`src/rtl/order_translate_pipe.sv`:
```
`default_nettype none
// ============================================================================
// Module   : order_translate_pipe
// Purpose  : Multi-lane order -> (bank number, memory address) translator with
//            per-digit accumulate pipeline and global-stall valid/ready flow.
//            Optional bank_conflict output: ORDER_TRANS_CONFLICT_CHECK_EN.
// Revision : 1.0 - initial release
// ============================================================================
module order_translate_pipe #(
   parameter int LANES      = 2,
   parameter int D_WIDTH    = 32,
   parameter int DIGIT_W    = 4,
   parameter int NUM_DIGITS = 4,
   parameter int RADIX      = 16,
   parameter int DELTA      = 4
) (
   input  logic                     clk,
   input  logic                     rst_n,
   input  logic [LANES*D_WIDTH-1:0] order,
   input  logic                     in_valid,
   input  logic                     in_done,
   input  logic [D_WIDTH-1:0]       in_l,
   output logic                     in_ready,
   output logic [LANES*D_WIDTH-1:0] ma_idx,
   output logic [LANES*D_WIDTH-1:0] bn_idx,
   output logic                     out_valid,
   output logic                     out_done,
   output logic [D_WIDTH-1:0]       out_l,
   input  logic                     out_ready
`ifdef ORDER_TRANS_CONFLICT_CHECK_EN
   ,
   output logic                     bank_conflict
`endif
);

   localparam int                 c_DW    = NUM_DIGITS * DIGIT_W;
   localparam int                 c_ACC_W = DIGIT_W + 2;
   localparam int                 c_LAST  = NUM_DIGITS - 1;
   localparam logic [c_ACC_W-1:0] c_RADIX = c_ACC_W'(RADIX);

   // acc < RADIX and digit < 2*RADIX, so two conditional subtracts are exact
   function automatic logic [c_ACC_W-1:0] f_mod(input logic [c_ACC_W-1:0] v);
      logic [c_ACC_W-1:0] t;
      t = v;
      if (t >= c_RADIX) t = t - c_RADIX;
      if (t >= c_RADIX) t = t - c_RADIX;
      return t;
   endfunction

   logic                 w_stall;
   logic [c_DW-1:0]      w_ord_in [LANES];
   logic                 w_unused_order;

   logic                 r_vld  [NUM_DIGITS];
   logic                 r_done [NUM_DIGITS];
   logic [D_WIDTH-1:0]   r_l    [NUM_DIGITS];
   logic [c_DW-1:0]      r_ord  [NUM_DIGITS][LANES];
   logic [c_ACC_W-1:0]   r_acc  [NUM_DIGITS][LANES];

   logic                     r_out_vld;
   logic                     r_out_done;
   logic [D_WIDTH-1:0]       r_out_l;
   logic [LANES*D_WIDTH-1:0] r_ma;
   logic [LANES*D_WIDTH-1:0] r_bn;
   logic [LANES*D_WIDTH-1:0] w_ma_nxt;
   logic [LANES*D_WIDTH-1:0] w_bn_nxt;

   assign w_stall        = r_out_vld & ~out_ready;
   assign in_ready       = ~w_stall & rst_n;
   assign w_unused_order = ^order;

   always_comb begin
      for (int ln = 0; ln < LANES; ln++) begin
         w_ord_in[ln] = order[ln*D_WIDTH +: c_DW];
      end
   end

   // Digit pipeline: stage 0 captures the beat, stage s folds in digit s
   always_ff @(posedge clk) begin
      if (!rst_n) begin
         for (int s = 0; s < NUM_DIGITS; s++) begin
            r_vld[s]  <= 1'b0;
            r_done[s] <= 1'b0;
            r_l[s]    <= '0;
            for (int ln = 0; ln < LANES; ln++) begin
               r_ord[s][ln] <= '0;
               r_acc[s][ln] <= '0;
            end
         end
      end else if (!w_stall) begin
         r_vld[0]  <= in_valid;
         r_done[0] <= in_valid & in_done;
         r_l[0]    <= in_l;
         for (int ln = 0; ln < LANES; ln++) begin
            r_ord[0][ln] <= w_ord_in[ln];
            r_acc[0][ln] <= f_mod(c_ACC_W'(w_ord_in[ln][DIGIT_W-1:0]));
         end
         for (int s = 1; s < NUM_DIGITS; s++) begin
            r_vld[s]  <= r_vld[s-1];
            r_done[s] <= r_done[s-1];
            r_l[s]    <= r_l[s-1];
            for (int ln = 0; ln < LANES; ln++) begin
               r_ord[s][ln] <= r_ord[s-1][ln];
               r_acc[s][ln] <= f_mod(r_acc[s-1][ln]
                               + c_ACC_W'(r_ord[s-1][ln][s*DIGIT_W +: DIGIT_W]));
            end
         end
      end
   end

   always_comb begin
      w_ma_nxt = '0;
      w_bn_nxt = '0;
      for (int ln = 0; ln < LANES; ln++) begin
         if (r_vld[c_LAST]) begin
            w_ma_nxt[ln*D_WIDTH +: D_WIDTH] = D_WIDTH'(r_ord[c_LAST][ln][c_DW-1:DELTA]);
            w_bn_nxt[ln*D_WIDTH +: D_WIDTH] = D_WIDTH'(r_acc[c_LAST][ln]);
         end
      end
   end

   // Output register; bubbles load all-zero data
   always_ff @(posedge clk) begin
      if (!rst_n) begin
         r_out_vld  <= 1'b0;
         r_out_done <= 1'b0;
         r_out_l    <= '0;
         r_ma       <= '0;
         r_bn       <= '0;
      end else if (!w_stall) begin
         r_out_vld  <= r_vld[c_LAST];
         r_out_done <= r_vld[c_LAST] & r_done[c_LAST];
         r_out_l    <= r_vld[c_LAST] ? r_l[c_LAST] : '0;
         r_ma       <= w_ma_nxt;
         r_bn       <= w_bn_nxt;
      end
   end

   assign out_valid = r_out_vld;
   assign out_done  = r_out_done;
   assign out_l     = r_out_l;
   assign ma_idx    = r_ma;
   assign bn_idx    = r_bn;

`ifdef ORDER_TRANS_CONFLICT_CHECK_EN
   logic w_conf;
   logic r_conf;

   always_comb begin
      w_conf = 1'b0;
      for (int i = 0; i < LANES; i++) begin
         for (int j = i + 1; j < LANES; j++) begin
            if (r_acc[c_LAST][i] == r_acc[c_LAST][j]) w_conf = 1'b1;
         end
      end
      w_conf = w_conf & r_vld[c_LAST];
   end

   always_ff @(posedge clk) begin
      if (!rst_n) begin
         r_conf <= 1'b0;
      end else if (!w_stall) begin
         r_conf <= w_conf;
      end
   end

   assign bank_conflict = r_conf;
`endif

endmodule
`default_nettype wire

```
`config.mk`:
```
export PLATFORM = sky130hd
export DESIGN_NAME = order_translate_pipe
export DESIGN_NICKNAME = d
export VERILOG_FILES = /design/src/rtl/order_translate_pipe.sv
export SDC_FILE = /design/constraint.sdc
export NUM_CORES = 1
export LEC_CHECK = 0
export ABC_AREA = 1
export ABC_CLOCK_PERIOD_IN_PS = 7700
export CAP_MARGIN = 25
export CORE_MARGIN = 3
export CORE_UTILIZATION = 42
export DETAILED_ROUTE_END_ITERATION = 6
export GPL_ROUTABILITY_DRIVEN = 0
export GPL_TIMING_DRIVEN = 0
export PLACE_DENSITY = 0.78
export SKIP_LAST_GASP = 1
export SLEW_MARGIN = 10
export SYNTH_ARGS = -nofsm -noshare
export SYNTH_HDL_FRONTEND = slang
export SYNTH_SLANG_ARGS = --single-unit
```
`constraint.sdc`:
```
create_clock -name clk -period 7.7 [get_ports clk]
set_input_delay 1.155 -clock clk [delete_from_list [all_inputs] [get_ports clk]]
set_output_delay 1.155 -clock clk [all_outputs]
set_load 0.01 [all_outputs]
```
==> key figures, run 1 <==
Status
  – Status: finished clean

Global route
  – GRT Util Overall: 14.5%
  – Antenna violations before repair: 0
  – First-pass GRT wire length: about 43000 um
  – Largest net degree at the start of global routing: approximately 120
  – Number of global-route vias before repair: 8638
  – Aggregate global routing overflow: 0

Synthesis
  – Synthesized area: between 10000 and 15000 sq um
  – Synth warn: 0
  – Synthesized area per cell: 10.6 sq um
  – #FFs+latches synth: about 350
  – Register area share after synthesis: 66.1%
  – Post-synthesis cell type count: 29
  – Synth Area in Adders: under 10%
  – Largest family of logic cells by synthesized area: buffers and inverters
  – Synth Instances: roughly 1400
  – Post-Synth Simple-Gate Area: approximately 11%
  – Post-Synth XOR/XNOR Area: less than 1%
  – Compound-Gate Fraction of Synth Area: between 3 and 4%
  – Post-synthesis mux area share: 0%

STA
  – Setup violators final: 0
  – Hold Violations, Final: 0
  – Final Critical Period: a little over 4 ns
  – Max Clk Rate: 243 MHz
  – Post-route worst setup slack: between 3 and 4 ns
  – Tcrit/Tclk final: about 54%
  – Setup Skew: ~0.011 ns
  – Worst-margin pin slew: ~0.56 ns
  – RSZ-0062 raised after global routing: false
  – WHS: about 0.47 ns
  – Final Slew Violations: 0
  – Setup_tns: 0 ns
  – Slew Limit Headroom: about 63%

Die
  – Starting Density: between 40% and 50%
  – # IOs: 264
  – Die Ht: slightly below 200 um
  – Die Width: slightly below 200 um
  – Die ar.: 37000 sq um
  – Core area: 33900 sq um
  – Row Count: 67

Power and ir drop
  – Worst vdd ir: approximately 130 uV
  – Cell Pwr Density: 225 nW/um^2
  – Standby leakage power: between 7 and 8 nW
  – Power, Total: 4.08 mW

Worst hold path
  – Hold EP: ma_idx[3]
  – Hold Path Class: flip-flop to flip-flop
  – Hold Crit Start: ma_idx[3]
  – Hold Path Depth: 2

CTS
  – Cts bufs inserted: 34
  – Postcts setup bufs: 0
  – CTS sink cnt: around 350
  – Maximum clock path buffer count: 3
  – Clock Tree Root: clkbuf_16
  – Worst-Skew Late Latency: 0.50 ns
  – CTS tree: done
  – Post_cts resized: 0
  – Clk pin slew, worst setup/hold paths: roughly 0.06 ns
  – Post-CTS Hold Fix Bufs: 0
  – CTS H-tree depth: 2

Finish
  – Diode count: 0
  – Layout cell share with drive strength beyond 1: between 10% and 20%
  – Final nets: about 1800
  – Commonest non-fill, non-tap cell in the layout: inv_1
  – Commonest cells after routing, fill and taps aside: 335 x inv_1, 270 x edfxtp_1, 263 x nor2_1
  – Post-route insts no fill: 2114
  – Fillers: roughly 2900
  – Synth-to-Final Area Change: 24.4%

Worst setup path
  – Critical Setup Path Class: primary input to output pin
  – Worst Path Arrival: slightly below 3 ns
  – Crit path max fanout: 10
  – Crit end category: output pin
  – Setup slack, reg-to-reg: roughly 5.4 ns
  – Startpoint types: primary input
  – Reg2reg start: r_ord[2][28]
  – Worst R2R End: r_acc[3][11]
  – Req. time, crit path: approximately 6.6 ns
  – Reg2reg path depth: 11

Flow run
  – Max-Cap Viols: 0

Detailed routing
  – Total number of vias: roughly 8800
  – DR WL/cell: about 13 um
  – Routed wire length: around 27000 um
  – Via density: around 4.2
  – Starting DRT DRC Count: ~510
  – Routed Antenna Nets: 0
  – Residual DRC: 0
  – First-pass DRT Iterations: 5

Place
  – I/O Buffers: approximately 140
  – Hpwl dp: 19400 um
  – Inst Count DP: roughly 2000
  – Place WS: 3.55 ns
## power breakdown
group | leakage [nW] | switching [mW] | internal, mW
combinational | 3.40 | 0.143 | 0.120
clock | 0.578 | 0.654 | 1.05
sequential | 3.84 | 0.0253 | 2.08
total | 7.81 | 0.823 | 3.25
## kinds of logic after synthesis
logic type,after synthesis
XOR/XNOR,7
other,1
adder cells (fa/ha/maj),32
buffers and inverters,484
AO/OA/AOI/OAI,102
flip-flops,346
AND/OR/NAND/NOR,397
## flip-flops by register name, indices dropped and copies added (netlist names)
signal / flops
ma_idx: 24
out_l: 32
r_vld: 4
r_done: 4
r_acc: 40
out_valid: 1
r_l: 128
out_done: 1
r_ord: 100
bn_idx: 12
## per-stage QoR
stage          utilization, %  cell area [sq um]
2_1_floorplan               -              14900
3_3_place_gp             49.8              16900
3_5_place_dp             50.0              16900
4_1_cts                  53.5              18100
5_1_grt                  53.5              18100
6_report                 53.5              18100
## Yosys cell counts
master,n,area [sq um]
dfxtp_1,76,1520
nand2_1,45,169
buf_4,118,886
buf_6,1,11.3
fa_1,6,120
and2_1,1,6.26
inv_1,335,1260
o22ai_1,4,25.0
nand3_2,1,10.0
xnor2_1,1,8.76
inv_2,6,22.5
nand3b_1,2,15.0
a21oi_1,12,60.1
buf_2,11,55.1
nand3_1,79,395
nand2_2,3,18.8
nor2_1,263,987
nor3_1,1,5.00
o21ai_0,4,20.0
o21ai_1,79,395
buf_1,6,22.5
a21o_1,3,22.5
ha_1,26,325
xor2_1,6,52.6
edfxtp_1,270,8110
nor2_2,1,6.26
clkbuf_1,7,26.3
conb_1,1,3.75
nor2_4,1,11.3
## metal layers
| metal | wire length (um) | vias to the layer above | share of wire, % | track usage, % |
|---|---|---|---|---|
| met2 | 12600 | 253 | 47 | 23.9 |
| met5 | 0 | - | 0 | 0 |
| met4 | 794 | 0 | 3.0 | 5.46 |
| met3 | 1480 | 50 | 5.5 | 2.61 |
| li1 | - | 4614 | - | - |
| met1 | 11900 | 3904 | 44 | 19.1 |
## critical path: stages
cell and delay, ns:
clkdlybuf4s50_1 0.46, nor2_4 0.26, inv_2 0.08, nand2_2 0.19, inv_2 0.11, buf_4 0.22
clkdlybuf4s50_1 0.50
## worst max-delay path by stage
stage	from	to	slack, ns	depth (start not counted)
final	out_ready	in_ready	3.58	7
after global routing	out_ready	in_ready	3.49	7
after CTS	out_ready	in_ready	3.54	7
after detailed placement	out_ready	in_ready	3.55	7
after global placement	out_ready	r_l[0][18]	0.64	4
after floorplan	out_ready	r_acc[0][6]	2.45	3
## cell type report
type	count	area, sq um	area share [%]
Inverter	341	1280	7.06
Clock buffer	53	1070	5.88
Clock inverter	8	111	0.615
Timing Repair Buffer	140	1440	7.93
Buffer	143	1000	5.52
Sequential cell	346	9630	53.1
Multi-Input combinational cell	635	3030	16.7
Tap cell	448	561	3.09
Note: power is estimated with default switching activity, not from simulation.
==> inputs of run 2 (changes only) <==
--- a/config.mk
+++ b/config.mk
@@ -6,7 +6,7 @@
 export NUM_CORES = 1
 export LEC_CHECK = 0
 export ABC_AREA = 1
-export ABC_CLOCK_PERIOD_IN_PS = 7700
+export ABC_CLOCK_PERIOD_IN_PS = 3700
 export CAP_MARGIN = 25
 export CORE_MARGIN = 3
 export CORE_UTILIZATION = 42
==> constraint.sdc (replaced) <==
create_clock -name clk -period 3.7 [get_ports clk]
set_input_delay 0.555 -clock clk [delete_from_list [all_inputs] [get_ports clk]]
set_output_delay 0.555 -clock clk [all_outputs]
set_load 0.01 [all_outputs]
==> key figures, run 2 (synthesis gave the netlist of run 1 again) <==
STA
  – RSZ-0062 raised after global routing: false
  – WHS: approximately 0.48 ns
  – Post-route worst setup slack: between 0.7 and 0.8 ns
  – Final Critical Period: between 2 and 3 ns
  – Tcrit/Tclk final: 79.6%
  – Setup Skew: around 0.018 ns
  – Max Clk Rate: 340 MHz
  – Worst-margin pin slew: around 0.57 ns
  – Slew Limit Headroom: 61.7%
  – Hold Violations, Final: 0
  – Final Slew Violations: 0
  – Setup violators final: 0

Finish
  – Commonest cells after routing, fill and taps aside: 335 x inv_1, 270 x edfxtp_1, 263 x nor2_1
  – Fillers: 2868
  – Final nets: ~1800
  – Commonest non-fill, non-tap cell in the layout: inv_1
  – Diode count: 0
  – Post-route insts no fill: ~2100
  – Area of the multi-input gates: between 3000 and 4000 sq um
  – Synth-to-Final Area Change: 24.3%
  – Largest Register: r_l
  – Layout cell share with drive strength beyond 1: a little under an eighth
  – Final Cell Area: around 18000 sq um
  – Largest register FFs: about 130
  – Largest registers: r_l (128), r_ord (100), r_acc (40)
  – Sequential cell area: approximately 9600 sq um

Place
  – Placed cell area: 16900 sq um
  – Place WS: roughly 0.5 ns
  – I/O Buffers: about 140
  – Hpwl dp: 19700 um
  – Inst Count DP: a little over 2000

CTS
  – Worst-Skew Late Latency: 0.50 ns
  – Cts bufs inserted: 35
  – CTS H-tree depth: 2
  – Post-CTS Hold Fix Bufs: 0
  – Maximum clock path buffer count: 3
  – CTS tree: done
  – Postcts setup bufs: 0
  – Clock Tree Root: clkbuf_16
  – Post_cts resized: 0
  – Clk pin slew, worst setup/hold paths: approximately 0.060 ns
  – CTS sink cnt: 346

Detailed routing
  – First-pass DRT Iterations: 5
  – Total number of vias: 8845
  – Via density: approximately 4.2
  – Residual DRC: 0
  – Starting DRT DRC Count: between 500 and 600
  – Routed wire length: 27200 um
  – Routed Antenna Nets: 0
  – DR WL/cell: about 13 um

Global route
  – Met1 Use GR: between 10% and 20%
  – First-pass GRT wire length: around 43000 um
  – Global Route met3 Usage: 2.39%
  – GRT Util Overall: between 10% and 20%
  – Largest net degree at the start of global routing: roughly 110
  – Number of global-route vias before repair: 8698
  – GRT Max-Usage Layer: met2
  – Antenna violations before repair: 0
  – Global Route met2 Usage: about a quarter
  – Aggregate global routing overflow: 0

Worst setup path
  – Worst Path Arrival: around 2.4 ns
  – Crit path cell chain: clkdlybuf4s50_1, nor2_4, inv_2, nand2_2, inv_2, buf_4, clkdlybuf4s50_1
  – Crit path max fanout: 10
  – Startpoint types: primary input
  – Critical Setup Path Class: primary input to output pin
  – Slowest-stage cell, CP: clkdlybuf4s50_1
  – Crit end category: output pin
  – CP delay by family, top: buffers and inverters
  – CP peak stage delay: 0.57 ns
  – Setup slack, reg-to-reg: between 1 and 1.5 ns
  – CP Buf/Inv Count: 5
  – Req. time, crit path: roughly 3.1 ns

Power and ir drop
  – Sw Share: between 20% and 30%
  – Clock Power Share: 41.5%
  – Worst vdd ir: approximately 260 uV
  – Cell Pwr Density: 466 nW/um^2
  – Standby leakage power: 7.81 nW
  – P_sw: around 1.7 mW
  – Seq pwr share: a little over half
  – P_int: between 6 and 7 mW
  – Logic pwr share: under 10%

Die
  – Row Count: 67
  – Die Ht: 192 um
  – Starting Density: 43.0%
  – Die Width: 192 um
  – Die ar.: between 30000 and 40000 sq um
  – Core area: approximately 34000 sq um
  – # IOs: 264

Status
  – Status: finished clean

Flow run
  – Max-Cap Viols: 0

Worst hold path
  – Hold Path Class: flip-flop to flip-flop
==> run 2: power groups by stage <==
stage / logic [mW] / registers, mW / clock network (mW)
2_1_floorplan: 0.381 / 4.45 / 0
3_3_place_gp: 0.527 / 4.46 / 0
3_5_place_dp: 0.543 / 4.47 / 0
4_1_cts: 0.550 / 4.38 / 3.58
5_1_grt: 0.627 / 4.40 / 3.75
6_report: 0.551 / 4.38 / 3.50
==> run 2: path summary, 6_finish.rpt <==
| check | start | to | cells past startpoint |
|---|---|---|---|
| setup reg to reg | out_valid | r_l[1][18] | 6 |
| hold reg to reg | bn_idx[37] | bn_idx[37] | 2 |
| hold / removal | bn_idx[37] | bn_idx[37] | 2 |
| setup / recovery | out_ready | in_ready | 7 |
==> run 2: metal layers <==
layer	share of wire (%)	vias to the layer above
met1	44	3944
met3	5.2	49
met4	2.9	0
met2	48	244
met5	0	-
li1	-	4608
==> run 2: cell type report <==
cell class / instances / area share, %
Inverter: 341 / 7.07
Multi-Input combinational cell: 635 / 16.8
Sequential cell: 346 / 53.2
Timing Repair Buffer: 140 / 7.93
Buffer: 143 / 5.53
Clock buffer: 47 / 5.55
Tap cell: 448 / 3.10
Clock inverter: 16 / 0.878
==> run 2: metrics by stage <==
step / setup TNS (ns) / util, % / power [mW]
floorplan: 0 / - / 4.83
global placement: -180.23 / 49.8 / 4.99
detailed placement: 0 / 50.0 / 5.01
CTS: 0 / 53.5 / 8.51
global route: 0 / 53.5 / 8.78
finish: 0 / 53.5 / 8.44
==> run 2: worst register-to-register path: stages (launching register included) <==
cell     delay [ns]
dfxtp_1        0.32
inv_1          0.09
nor2_4         0.07
buf_2          0.21
nand2_8        0.40
buf_16         0.45
buf_16         0.45
==> inputs of run 3 (changes only) <==
--- a/config.mk
+++ b/config.mk
@@ -6,14 +6,14 @@
 export NUM_CORES = 1
 export LEC_CHECK = 0
 export ABC_AREA = 1
-export ABC_CLOCK_PERIOD_IN_PS = 3700
+export ABC_CLOCK_PERIOD_IN_PS = 2790
 export CAP_MARGIN = 25
 export CORE_MARGIN = 3
 export CORE_UTILIZATION = 42
 export DETAILED_ROUTE_END_ITERATION = 6
 export GPL_ROUTABILITY_DRIVEN = 0
 export GPL_TIMING_DRIVEN = 0
-export PLACE_DENSITY = 0.78
+export PLACE_DENSITY = 0.75
 export SKIP_LAST_GASP = 1
 export SLEW_MARGIN = 10
 export SYNTH_ARGS = -nofsm -noshare
==> constraint.sdc (replaced) <==
create_clock -name clk -period 2.79 [get_ports clk]
set_input_delay 0.4185 -clock clk [delete_from_list [all_inputs] [get_ports clk]]
set_output_delay 0.4185 -clock clk [all_outputs]
set_load 0.01 [all_outputs]
==> key figures, run 3 (synthesis gave the netlist of run 1 again) <==
Worst setup path
  – CP peak stage delay: around 0.49 ns
  – Crit path max fanout: 10
  – Req. time, crit path: roughly 2.4 ns
  – Startpoint types: flip-flop
  – Setup slack, reg-to-reg: 0.52 ns
  – Crit end category: output pin
  – Critical Setup Path Class: flip-flop to output pin
  – CP Buf/Inv Count: 5
  – Crit path cell chain: inv_1, nor2_4, inv_2, nand2_2, inv_2, buf_4, clkdlybuf4s50_1
  – CP delay by family, top: buffers and inverters
  – Crit path top cell by count: inv_2
  – Slowest-stage cell, CP: clkdlybuf4s50_1
  – Worst Path Arrival: 2.19 ns

Detailed routing
  – DR WL/cell: 13.1 um
  – Starting DRT DRC Count: 532
  – Total number of vias: 8879
  – Routed wire length: ~28000 um
  – Residual DRC: 0
  – First-pass DRT Iterations: 5
  – Routed Antenna Nets: 0
  – Via density: approximately 4.2

STA
  – Max Clk Rate: between 300 and 400 MHz
  – Setup Skew: approximately 0.012 ns
  – Tcrit/Tclk final: 93.7%
  – Setup_tns: 0 ns
  – RSZ-0062 raised after global routing: false
  – Slew Limit Headroom: 61.6%
  – Final Slew Violations: 0
  – Worst-margin pin slew: about 0.58 ns
  – WHS: roughly 0.47 ns
  – Setup violators final: 0
  – Final Critical Period: 2.61 ns
  – Hold Violations, Final: 0
  – Post-route worst setup slack: around 0.18 ns

Die
  – Die Width: between 150 and 200 um
  – Die Ht: around 190 um
  – Starting Density: 43.0%
  – Die ar.: 37000 sq um
  – Core area: 33900 sq um
  – Row Count: 67
  – # IOs: ~260

Place
  – I/O Buffers: about 140
  – Placed cell area: 16900 sq um
  – Place WS: between 0.15 and 0.2 ns
  – Inst Count DP: just over 2000
  – Hpwl dp: a little under 20000 um

Worst hold path
  – Hold Path Class: flip-flop to flip-flop

Finish
  – Final Cell Area: around 18000 sq um
  – Diode count: 0
  – Largest register FFs: between 100 and 150
  – Synth-to-Final Area Change: 23.3%
  – Fillers: between 2000 and 3000
  – Final core occ: between 50% and 60%
  – Commonest non-fill, non-tap cell in the layout: inv_1
  – Largest registers: r_l (128), r_ord (100), r_acc (40)
  – Commonest cells after routing, fill and taps aside: 335 x inv_1, 270 x edfxtp_1, 263 x nor2_1
  – Layout cell share with drive strength beyond 1: between 10% and 20%
  – Post-route insts no fill: 2114
  – Largest Register: r_l
  – Final nets: roughly 1800

Power and ir drop
  – Standby leakage power: approximately 7.7 nW
  – Logic pwr share: 6.8%
  – Power, Total: between 10 and 15 mW
  – Seq pwr share: between 50% and 60%
  – Clock Power Share: about two fifths
  – Worst vdd ir: around 400 uV
  – Sw Share: a little over a fifth
  – Cell Pwr Density: about 600 nW/um^2
  – P_int: ~8.5 mW
  – P_sw: roughly 2.3 mW

CTS
  – Maximum clock path buffer count: 3
  – Post-CTS Hold Fix Bufs: 0
  – CTS tree: done
  – CTS H-tree depth: 2
  – Post_cts resized: 0
  – Clock Tree Root: clkbuf_16
  – Clk pin slew, worst setup/hold paths: about 0.06 ns
  – Worst-Skew Late Latency: ~0.5 ns
  – Postcts setup bufs: 0
  – Cts bufs inserted: 34
  – CTS sink cnt: around 350

Status
  – Status: finished clean

Flow run
  – Max-Cap Viols: 0

Global route
  – Antenna violations before repair: 0
  – First-pass GRT wire length: around 43000 um
  – Largest net degree at the start of global routing: about 110
  – GRT Util Overall: 14.6%
  – Aggregate global routing overflow: 0
  – Number of global-route vias before repair: around 8700
run 3: cell count changes in the layout (fill, tap and decap cells not counted), sizes merged:
| cell | previous run | this run |
|---|---|---|
| clkinvlp | 1 | 0 |
| bufinv | 3 | 0 |
| clkbuf | 54 | 60 |
| clkinv | 12 | 8 |
run 3: cell type report:
| type | instances | area (sq um) | share of cell area, % |
|---|---|---|---|
| multi-input cells | 635 | 3030 | 16.9 |
| repair buffers | 140 | 1440 | 8.00 |
| flip-flops and latches | 346 | 9630 | 53.6 |
| clock buffers | 53 | 986 | 5.49 |
| plain buffers | 143 | 1000 | 5.57 |
| inverters | 341 | 1280 | 7.13 |
| clock inverters | 8 | 33.8 | 0.188 |
| well taps | 448 | 561 | 3.12 |
run 3: worst paths after layout:
kind	start	to	cells after the start
setup / recovery	out_valid	in_ready	7
hold / removal	bn_idx[32]	bn_idx[32]	2
setup reg to reg	r_ord[2][28]	r_acc[3][11]	11
hold reg to reg	bn_idx[32]	bn_idx[32]	2
run 3: tightest hold or removal path: stages, from the launching register on:
cell and delay [ns]:
dfxtp_1 0.31, nand3_1 0.07, o21ai_1 0.05
run 3: power by group through the flow:
| stage | combinational (mW) | clock [mW] | sequential [mW] |
|---|---|---|---|
| after floorplan | 0.506 | 0 | 5.90 |
| after global placement | 0.701 | 0 | 5.92 |
| after detailed placement | 0.721 | 0 | 5.92 |
| after CTS | 0.730 | 4.31 | 5.82 |
| after global routing | 0.832 | 4.50 | 5.83 |
| final | 0.730 | 4.23 | 5.82 |
run 3: per-layer routing:
layer / up-vias / share of wire, % / GRT usage, %
li1: 4607 / - / -
met1: 3985 / 44 / 19.2
met2: 239 / 47 / 24.7
met3: 48 / 5.6 / 2.56
met4: 0 / 2.6 / 4.65
met5: - / 0 / 0
